## src/rtl/pc_gen.sv

```systemverilog
// Program-counter generator: selects the next fetch address, rejects misaligned
// control-flow targets and maintains a circular return-address stack.
module pc_gen #(
  parameter int              XLEN      = 32,
  parameter logic [XLEN-1:0] RESET_VEC = 32'h0000_0000,
  parameter int              RAS_DEPTH = 4
) (
  input  logic            clk,
  input  logic            rst_n,
  input  logic            write,
  input  logic [2:0]      pc_sel,
  input  logic [XLEN-1:0] imm,
  input  logic [XLEN-1:0] pc_base,
  input  logic [XLEN-1:0] rs_val,
  input  logic [XLEN-1:0] trap_vec,
  input  logic [XLEN-1:0] epc,
  input  logic            ras_push,
  input  logic            ras_pop,
  output logic [XLEN-1:0] pc,
  output logic [XLEN-1:0] pc_prev,
  output logic [XLEN-1:0] ras_top,
  output logic            ras_empty,
  output logic            misalign,
  output logic [XLEN-1:0] misalign_addr
);

  localparam int              PTR_W    = $clog2(RAS_DEPTH);
  localparam int              CNT_W    = PTR_W + 1;
  localparam logic [CNT_W-1:0] CNT_FULL = CNT_W'(RAS_DEPTH);
  localparam logic [XLEN-1:0] STEP     = XLEN'(3'd4);
  localparam logic [XLEN-1:0] MASK_B0  = ~XLEN'(1'b1);
  localparam logic [XLEN-1:0] MASK_B10 = ~XLEN'(2'b11);

  logic [XLEN-1:0]  pc_r;
  logic [XLEN-1:0]  pc_prev_r;
  logic             misalign_r;
  logic [XLEN-1:0]  misalign_addr_r;
  logic [XLEN-1:0]  ras_mem_r [RAS_DEPTH];
  logic [PTR_W-1:0] ras_ptr_r;
  logic [CNT_W-1:0] ras_cnt_r;

  logic [XLEN-1:0]  pc_plus4_s;
  logic [XLEN-1:0]  target_s;
  logic [XLEN-1:0]  ras_top_s;
  logic             ras_empty_s;
  logic             check_align_s;
  logic             hold_pc_s;
  logic             misalign_s;
  logic             accept_s;
  logic             do_push_s;
  logic             do_pop_s;
  logic             ras_we_s;
  logic [PTR_W-1:0] ras_widx_s;
  logic [PTR_W-1:0] ras_ptr_n_s;
  logic [CNT_W-1:0] ras_cnt_n_s;

  assign pc_plus4_s  = pc_r + STEP;
  assign ras_empty_s = (ras_cnt_r == '0);

  // Stack top view, derived from registered state only
  always_comb begin
    ras_top_s = '0;
    if (ras_empty_s) begin
      ras_top_s = '0;
    end else begin
      ras_top_s = ras_mem_r[ras_ptr_r];
    end
  end

  // Next-PC target mux and alignment-check qualification
  always_comb begin
    target_s      = pc_r;
    check_align_s = 1'b0;
    hold_pc_s     = 1'b0;
    case (pc_sel)
      3'b000: target_s = pc_plus4_s;
      3'b001: begin
        target_s      = pc_base + imm;
        check_align_s = 1'b1;
      end
      3'b010: begin
        target_s      = (rs_val + imm) & MASK_B0;
        check_align_s = 1'b1;
      end
      3'b011: target_s = trap_vec & MASK_B10;
      3'b100: target_s = epc & MASK_B10;
      3'b101: begin
        target_s      = ras_top_s;
        check_align_s = 1'b1;
      end
      default: begin
        target_s  = pc_r;
        hold_pc_s = 1'b1;
      end
    endcase
  end

  assign misalign_s = write & check_align_s & (target_s[1:0] != 2'b00);
  assign accept_s   = write & ~misalign_s;
  assign do_push_s  = accept_s & ras_push;
  assign do_pop_s   = accept_s & ras_pop;

  // Circular stack bookkeeping; push+pop on a non-empty stack rewrites the top in place
  always_comb begin
    ras_we_s    = 1'b0;
    ras_widx_s  = ras_ptr_r;
    ras_ptr_n_s = ras_ptr_r;
    ras_cnt_n_s = ras_cnt_r;
    if (do_push_s && do_pop_s && !ras_empty_s) begin
      ras_we_s   = 1'b1;
      ras_widx_s = ras_ptr_r;
    end else if (do_push_s) begin
      ras_we_s    = 1'b1;
      ras_ptr_n_s = ras_ptr_r + PTR_W'(1'b1);
      ras_widx_s  = ras_ptr_r + PTR_W'(1'b1);
      if (ras_cnt_r != CNT_FULL) begin
        ras_cnt_n_s = ras_cnt_r + CNT_W'(1'b1);
      end else begin
        ras_cnt_n_s = ras_cnt_r;
      end
    end else if (do_pop_s && !ras_empty_s) begin
      ras_ptr_n_s = ras_ptr_r - PTR_W'(1'b1);
      ras_cnt_n_s = ras_cnt_r - CNT_W'(1'b1);
    end else begin
      ras_we_s    = 1'b0;
      ras_ptr_n_s = ras_ptr_r;
      ras_cnt_n_s = ras_cnt_r;
    end
  end

  // PC and previous-PC registers
  always_ff @(posedge clk or negedge rst_n) begin
    if (!rst_n) begin
      pc_r      <= RESET_VEC;
      pc_prev_r <= RESET_VEC;
    end else if (accept_s && !hold_pc_s) begin
      pc_r      <= target_s;
      pc_prev_r <= pc_r;
    end
  end

  // Misalignment pulse and sticky offending address
  always_ff @(posedge clk or negedge rst_n) begin
    if (!rst_n) begin
      misalign_r      <= 1'b0;
      misalign_addr_r <= '0;
    end else begin
      misalign_r <= misalign_s;
      if (misalign_s) begin
        misalign_addr_r <= target_s;
      end
    end
  end

  // Return-address stack storage, pointer and occupancy
  always_ff @(posedge clk or negedge rst_n) begin
    if (!rst_n) begin
      for (int i = 0; i < RAS_DEPTH; i++) begin
        ras_mem_r[i] <= '0;
      end
      ras_ptr_r <= '0;
      ras_cnt_r <= '0;
    end else begin
      if (ras_we_s) begin
        ras_mem_r[ras_widx_s] <= pc_plus4_s;
      end
      ras_ptr_r <= ras_ptr_n_s;
      ras_cnt_r <= ras_cnt_n_s;
    end
  end

  assign pc            = pc_r;
  assign pc_prev       = pc_prev_r;
  assign misalign      = misalign_r;
  assign misalign_addr = misalign_addr_r;
  assign ras_top       = ras_top_s;
  assign ras_empty     = ras_empty_s;

endmodule

```

## config.mk

```make
export PLATFORM = sky130hd
export DESIGN_NAME = pc_gen
export DESIGN_NICKNAME = d
export VERILOG_FILES = /design/src/rtl/pc_gen.sv
export SDC_FILE = /design/constraint.sdc
export NUM_CORES = 1
export LEC_CHECK = 0
export ABC_AREA = 1
export CAP_MARGIN = 10
export CORE_MARGIN = 4
export CORE_UTILIZATION = 30
export DETAILED_ROUTE_END_ITERATION = 6
export GPL_TIMING_DRIVEN = 1
export SETUP_SLACK_MARGIN = 0.2
export SLEW_MARGIN = 20
export SYNTH_ARGS = -nofsm -noshare
export SYNTH_HDL_FRONTEND = slang
export SYNTH_SLANG_ARGS = --single-unit
```

## constraint.sdc

```tcl
create_clock -name clk -period 3.1 [get_ports clk]
set_input_delay 0.775 -clock clk [delete_from_list [all_inputs] [get_ports clk]]
set_output_delay 0.775 -clock clk [all_outputs]
set_load 0.05 [all_outputs]
```

==> results of run 1 <==
Yosys cell counts (2+ instances only):
master     number  area share, %
nand3b_1       17           0.83
o21a_1          8           0.39
a21oi_1       107            3.5
nand2_2         2          0.081
nor4_1          8           0.32
and3_1          2          0.081
o21ai_1        66            2.1
dfrtp_1       230             37
or2_2          12           0.49
a41oi_1         5           0.28
a221oi_1        8           0.45
o21bai_1        9           0.44
nand3_1       231            7.5
buf_1           8           0.19
nor2_1        123            3.0
nand4_1        43            1.7
a22oi_1        25            1.2
xnor2_1         7           0.40
inv_1         170            4.1
buf_4           2          0.097
clkbuf_1       64            1.6
xor2_1         12           0.68
ha_1           62            5.0
nand4_4         3           0.41
clkinv_1        3          0.073
o2111ai_1       2           0.11
inv_2           4          0.097
a31oi_1        28            1.1
o211ai_1       11           0.54
fa_1            3           0.39
nand2_1       768             19
nor3_1         23           0.75
a21o_1         10           0.49
o21ai_0       132            4.3
buf_2          19           0.62
flip-flops by register name, indices dropped and copies added (netlist names):
register and flops:
ras_cnt_r 3, misalign 1, ras_ptr_r 2, misalign_addr 32
ras_mem_r 128, pc 32, pc_prev 32
power by group through the flow:
stage / logic [mW] / registers (mW) / clock network, mW
finish: 12.7 / 5.09 / 3.56
global route: 13.3 / 5.21 / 3.71
CTS: 11.8 / 5.01 / 3.59
detailed placement: 11.2 / 5.03 / 0
global placement: 11.1 / 5.00 / 0
floorplan: 4.53 / 6.27 / 0
repair_timing:
action / in CTS / in global routing
setup buffers: 16 / 17
pin swaps: 18 / 32
hold endpoints to repair: 0 / 0
setup endpoints to repair: 241 / 212
resized for setup: 84 / 103
cloned: 4 / 10
path summary, 6_finish.rpt:
kind	slack, ns	cells after the start	end
min in group clk	0.47	2	ras_mem_r[101]
max in group asynchronous	2.09	2	ras_mem_r[94]
min reg2reg	0.47	2	ras_mem_r[101]
max reg2reg	0.18	10	pc[14]
min	0.18	1	pc[0]
max	0.12	7	ras_top[27]
per-stage QoR:
step | setup WS (ns) | util (%) | setup TNS (ns)
finish | 0.116 | 48.2 | 0
global route | 0.0701 | 48.2 | 0
CTS | 0.182 | 46.6 | 0
detailed placement | -0.595 | 43.3 | -107.50
global placement | -0.544 | 43.3 | -92.38
floorplan | 0.198 | - | 0
routing by layer:
layer	wire, um	GRT usage (%)	part of all wire, %
met1	31000	32.9	41
met2	36800	44.3	48
met3	5750	4.95	7.6
met4	2380	5.67	3.1
met5	27	0	0.036
cell type report:
| class | count | area share, % |
|---|---|---|
| timing repair buffer | 671 | 27.6 |
| sequential | 230 | 23.6 |
| inverter | 177 | 2.78 |
| multi-input combinational | 1736 | 38.4 |
| tap | 672 | 3.45 |
| clock buffer | 35 | 3.23 |
| clock inverter | 17 | 0.894 |
kinds of logic (layout without fill, tap and decap cells):
family | count (synthesis) | after routing | synth area share [%]
adders and majority gates | 65 | 65 | 5.42
AOI/OAI and AO/OA | 416 | 416 | 15.2
xor gates and xnor gates | 19 | 19 | 1.08
DFF | 230 | 230 | 37.3
and+or+nand+nor | 1236 | 1236 | 34.2
buffers and inverters | 270 | 900 | 6.77
==> results_dict.tcl, run 1 <==
set metrics [dict create \
    outcome "finished clean" \
    diodes 0 \
    crit_top_cell "buf_12" \
    path_max_fanout 7 \
    cts-root-buf "clkbuf_16" \
    crit_path_start_kind "flip-flop" \
    ir_worst_vdd_uv 450 \
    cts_sinks 230 \
    numPortBuffers 293 \
    final_cells 3538 \
    slowest_stage "dfrtp_2" \
    drc 0 \
    core_um2 50500 \
    ios 298 \
    cp_top_family "buffers and inverters" \
    area_growth_syn_to_layout_pct 57.8 \
    maxSlewViolCount 0 \
    hp-class "in2async" \
    end_kind "primary output" \
    start_util_pct 30.6 \
    syn_area_um2 15400 \
    worstSetupStartpoint "ras_ptr_r[0]" \
    cp_cell_sequence "buf_6 > nor2_4 > buf_12 > buf_12 > a22oi_1 > a31oi_2 > buf_12" \
    die-area_um2 55100 \
    place_congestion 0.921 \
    slew_headroom_pct 53.0 \
    critPathMaxStageDelay_ns 0.44 \
    finClkSkew_ns 0.0165 \
    timing.final.hold_violations 0 \
    clockBufferDepth 3 \
    seq_area_um2 5760 \
    power_mw 21.4 \
    switching_share_pct 47.2 \
    max_slew.worst_pin.slew_ns 0.702 \
    worst-path-buf-inv 4 \
    whs_ns 0.185 \
    finalSetupViolCount 0 \
    grt_overflow 0 \
    fin_nets 3077 \
    timing.fmax_mhz 335 \
    yosys_warnings 0 \
    period_share_pct 96.3 \
    drive_gt1_share_pct 21.1 \
    place_area_um2 21900 \
    num_vias 18500 \
    wirelength_um 75900 \
    synth_nets 2469 \
    grt_usage_pct 25.5 \
    nFillCells 5014 \
    holdBufCountCts 0 \
    rr_startpoint "pc[9]" \
    leakage_nw 11.5 \
    p_clk_share_pct 16.7 \
    ant_nets 0 \
    numCtsBuffers 28 \
    layout_common_cells "753 x nand2_1, 328 x buf_4, 246 x clkdlybuf4s50_1" \
    avgSynthCellArea_um2 6.90 \
    drt_first_iter_violations 1729 \
    critical_path_required_ns 2.32 \
    final_common_cell "nand2_1" \
    ys.flop_type "dfrtp_1" \
    async_flop_share_pct 100 \
    multi_input_area_um2 9350 \
    layout_min_cycle_time_ns 2.98 \
    htreeDepth 1 \
    hpwlAfterDp_um 57800 \
    syn_inst 2236 \
    rsz0062_at_grt "true" \
    grt_pass1_vias 18400 \
    p_per_area_nw_per_um2 877 \
    die_h_um 235 \
    stdcell_area_um2 24300 \
    grt_antenna_before_repair 2 \
    grt_pass1_wl_um 111000 \
    dr.pass1.iters 6 \
    wl_per_cell_um 21.5 \
    clk_pin_slew_worst_paths_ns 0.07 \
    arrival_ns 2.21 \
    synth_edf_count 0 \
    p_int_mw 11.3 \
    pwr-share-comb_pct 59.5 \
    worstSetupPathType "reg2out" \
    routed_via_density 5.22 \
    seqPwrFrac_pct 23.8 \
    yosysUniqueCellTypes 44 \
    yosysSeqAreaShare_pct 37.3 \
    cts_tree "yes" \
    drv_cap 0 \
    die_w_um 235 \
    synth_seq_cells 230 \
    grt_max_degree 76 \
    insertion_delay_ns 0.59 \
    dp_cells 3439 \
    switchingPower_mw 10.1 \
    rows 82 \
]
Note: power is estimated with default switching activity, not from simulation.
==> inputs of run 2 (changes only) <==
==> constraint.sdc (replaced) <==
create_clock -name clk -period 3.1 [get_ports clk]
set_input_delay 0.775 -clock clk [delete_from_list [all_inputs] [get_ports clk]]
set_output_delay 0.775 -clock clk [all_outputs]
set_load 0.01 [all_outputs]
==> run 2 against run 1 <==
Effect of this change: design area shrank 3.7%; total power shrank 17%; largest power group unchanged; sequential share of layout area increased by 0.90 points; largest cell class unchanged; clock power rose by 1%; worst setup slack better by 0.12 ns.
==> results_dict.tcl, run 2 (synthesis gave the netlist of run 1 again) <==
set metrics [dict create \
    fin_nets 3045 \
    grt_usage_pct 25.6 \
    drv_cap 0 \
    clockBufferDepth 3 \
    stdcell_area_um2 23500 \
    r2r_cells 12 \
    power_mw 17.8 \
    end_kind "primary output" \
    largest_reg_flops 128 \
    routed_via_density 5.21 \
    grt_overflow 0 \
    die_w_um 235 \
    timing.fmax_mhz 349 \
    grt_max_degree 93 \
    grt_pass1_wl_um 111000 \
    area_growth_syn_to_layout_pct 52.0 \
    dp_slack_ns -0.694 \
    rr_startpoint "pc[5]" \
    hp-class "in2async" \
    die_h_um 235 \
    global_route.usage.met2_pct 44.4 \
    core_um2 50500 \
    critical_path_required_ns 2.32 \
    gr-max-usage-layer "met2" \
    slowest_stage "dfrtp_2" \
    grt_pass1_vias 18400 \
    htreeDepth 1 \
    layout_common_cells "755 x nand2_1, 306 x buf_4, 252 x clkdlybuf4s50_1" \
    place_area_um2 21500 \
    wl_per_cell_um 21.1 \
    dr.pass1.iters 6 \
    start_util_pct 30.6 \
    wirelength_um 74100 \
    endpoint "ras_top[4]" \
    cp_cell_sequence "nor2_4 > buf_12 > a22oi_1 > a31oi_2 > dlygate4sd2_1" \
    top_register "ras_mem_r" \
    path_max_fanout 11 \
    reg2reg_slack_ns 0.32 \
    holdBufCountCts 0 \
    cts-root-buf "clkbuf_16" \
    hpwlAfterDp_um 57900 \
    num_vias 18300 \
    rows 82 \
    critPathMaxStageDelay_ns 0.51 \
    cts_tree "yes" \
    max_slew.worst_pin.slew_ns 0.591 \
    grt.met1_usage_pct 33.6 \
    period_share_pct 92.4 \
    clk_pin_slew_worst_paths_ns 0.06 \
    crit_path_start_kind "flip-flop" \
    drt_first_iter_violations 1684 \
    leakage_nw 11.1 \
    maxSlewViolCount 0 \
    fin_ws_ns 0.236 \
    layout_min_cycle_time_ns 2.86 \
    r2r_end "misalign_addr[17]" \
    final_core_util_pct 46.5 \
    setup_tns_ns 0 \
    final_common_cell "nand2_1" \
    finClkSkew_ns 0.0388 \
    place_congestion 0.930 \
    numCtsBuffers 29 \
    ios 298 \
    ir_worst_vdd_uv 528 \
    p_per_area_nw_per_um2 757 \
    worstSetupPathType "reg2out" \
    drc 0 \
    ant_nets 0 \
    grt_use_met3_pct 4.63 \
    numPortBuffers 293 \
    cts_sinks 230 \
    drive_gt1_share_pct 19.3 \
    rsz0062_at_grt "true" \
    worstSetupStartpoint "ras_ptr_r[1]" \
    finalSetupViolCount 0 \
    slew_headroom_pct 60.6 \
    outcome "finished clean" \
    timing.final.hold_violations 0 \
    die-area_um2 55100 \
    insertion_delay_ns 0.60 \
    arrival_ns 2.09 \
    grt_antenna_before_repair 0 \
]
run 2: layout make-up:
| class | count | area [um^2] |
|---|---|---|
| fill | 5059 | 27000 |
| multi-input combinational | 1736 | 9260 |
| timing repair buffer | 638 | 5900 |
| sequential | 230 | 5760 |
| tap | 672 | 841 |
| clock buffer | 38 | 830 |
| inverter | 177 | 676 |
| clock inverter | 15 | 189 |
| antenna | 1 | 2.50 |
run 2: how the worst min path moves through the flow:
stage | depth (start not counted) | slack, ns | from | endpoint
after floorplan | 2 | 0.44 | ras_mem_r[101] | ras_mem_r[101]
after detailed placement | 2 | 0.46 | ras_mem_r[46] | ras_mem_r[46]
after CTS | 1 | 0.10 | rst_n | ras_mem_r[79]
after global routing | 1 | 0.13 | rst_n | pc_prev[10]
after global placement | 2 | 0.45 | ras_mem_r[41] | ras_mem_r[41]
final | 1 | 0.12 | rst_n | ras_mem_r[32]
run 2: per-layer routing:
layer / share of wire, % / vias up / wire [um]
li1: - / 8657 / -
met1: 42 / 8747 / 31000
met2: 48 / 765 / 35900
met3: 7.5 / 120 / 5530
met4: 2.4 / 0 / 1800
met5: 0 / - / 0
run 2: timing repair:
item	in CTS	in global routing
buffers inserted	18	2
gates resized for setup	160	98
pin swaps	16	16
setup endpoints to repair	226	219
gates cloned	4	3
hold endpoints to repair	0	0
run 2: report_power, final:
group | internal [mW] | switching, mW | leakage (nW)
logic | 3.98 | 5.08 | 7.69
registers | 4.19 | 0.910 | 2.92
clock network | 2.15 | 1.46 | 0.500
run 2: worst max-delay path, delay by kind of cell, from the launching register on:
family	cells	cell delay (ns)
DFF	1	0.51
AOI/OAI and AO/OA	2	0.32
buffers and inverters	2	0.48
and+or+nand+nor	1	0.21
run 2: per-stage QoR:
| stage | hold slack, ns | std cells |
|---|---|---|
| after floorplan | 0.442 | 2236 |
| after global placement | 0.454 | 3426 |
| after detailed placement | 0.459 | 3426 |
| after CTS | 0.103 | 3501 |
| after global routing | 0.134 | 3506 |
| final | 0.116 | 3507 |
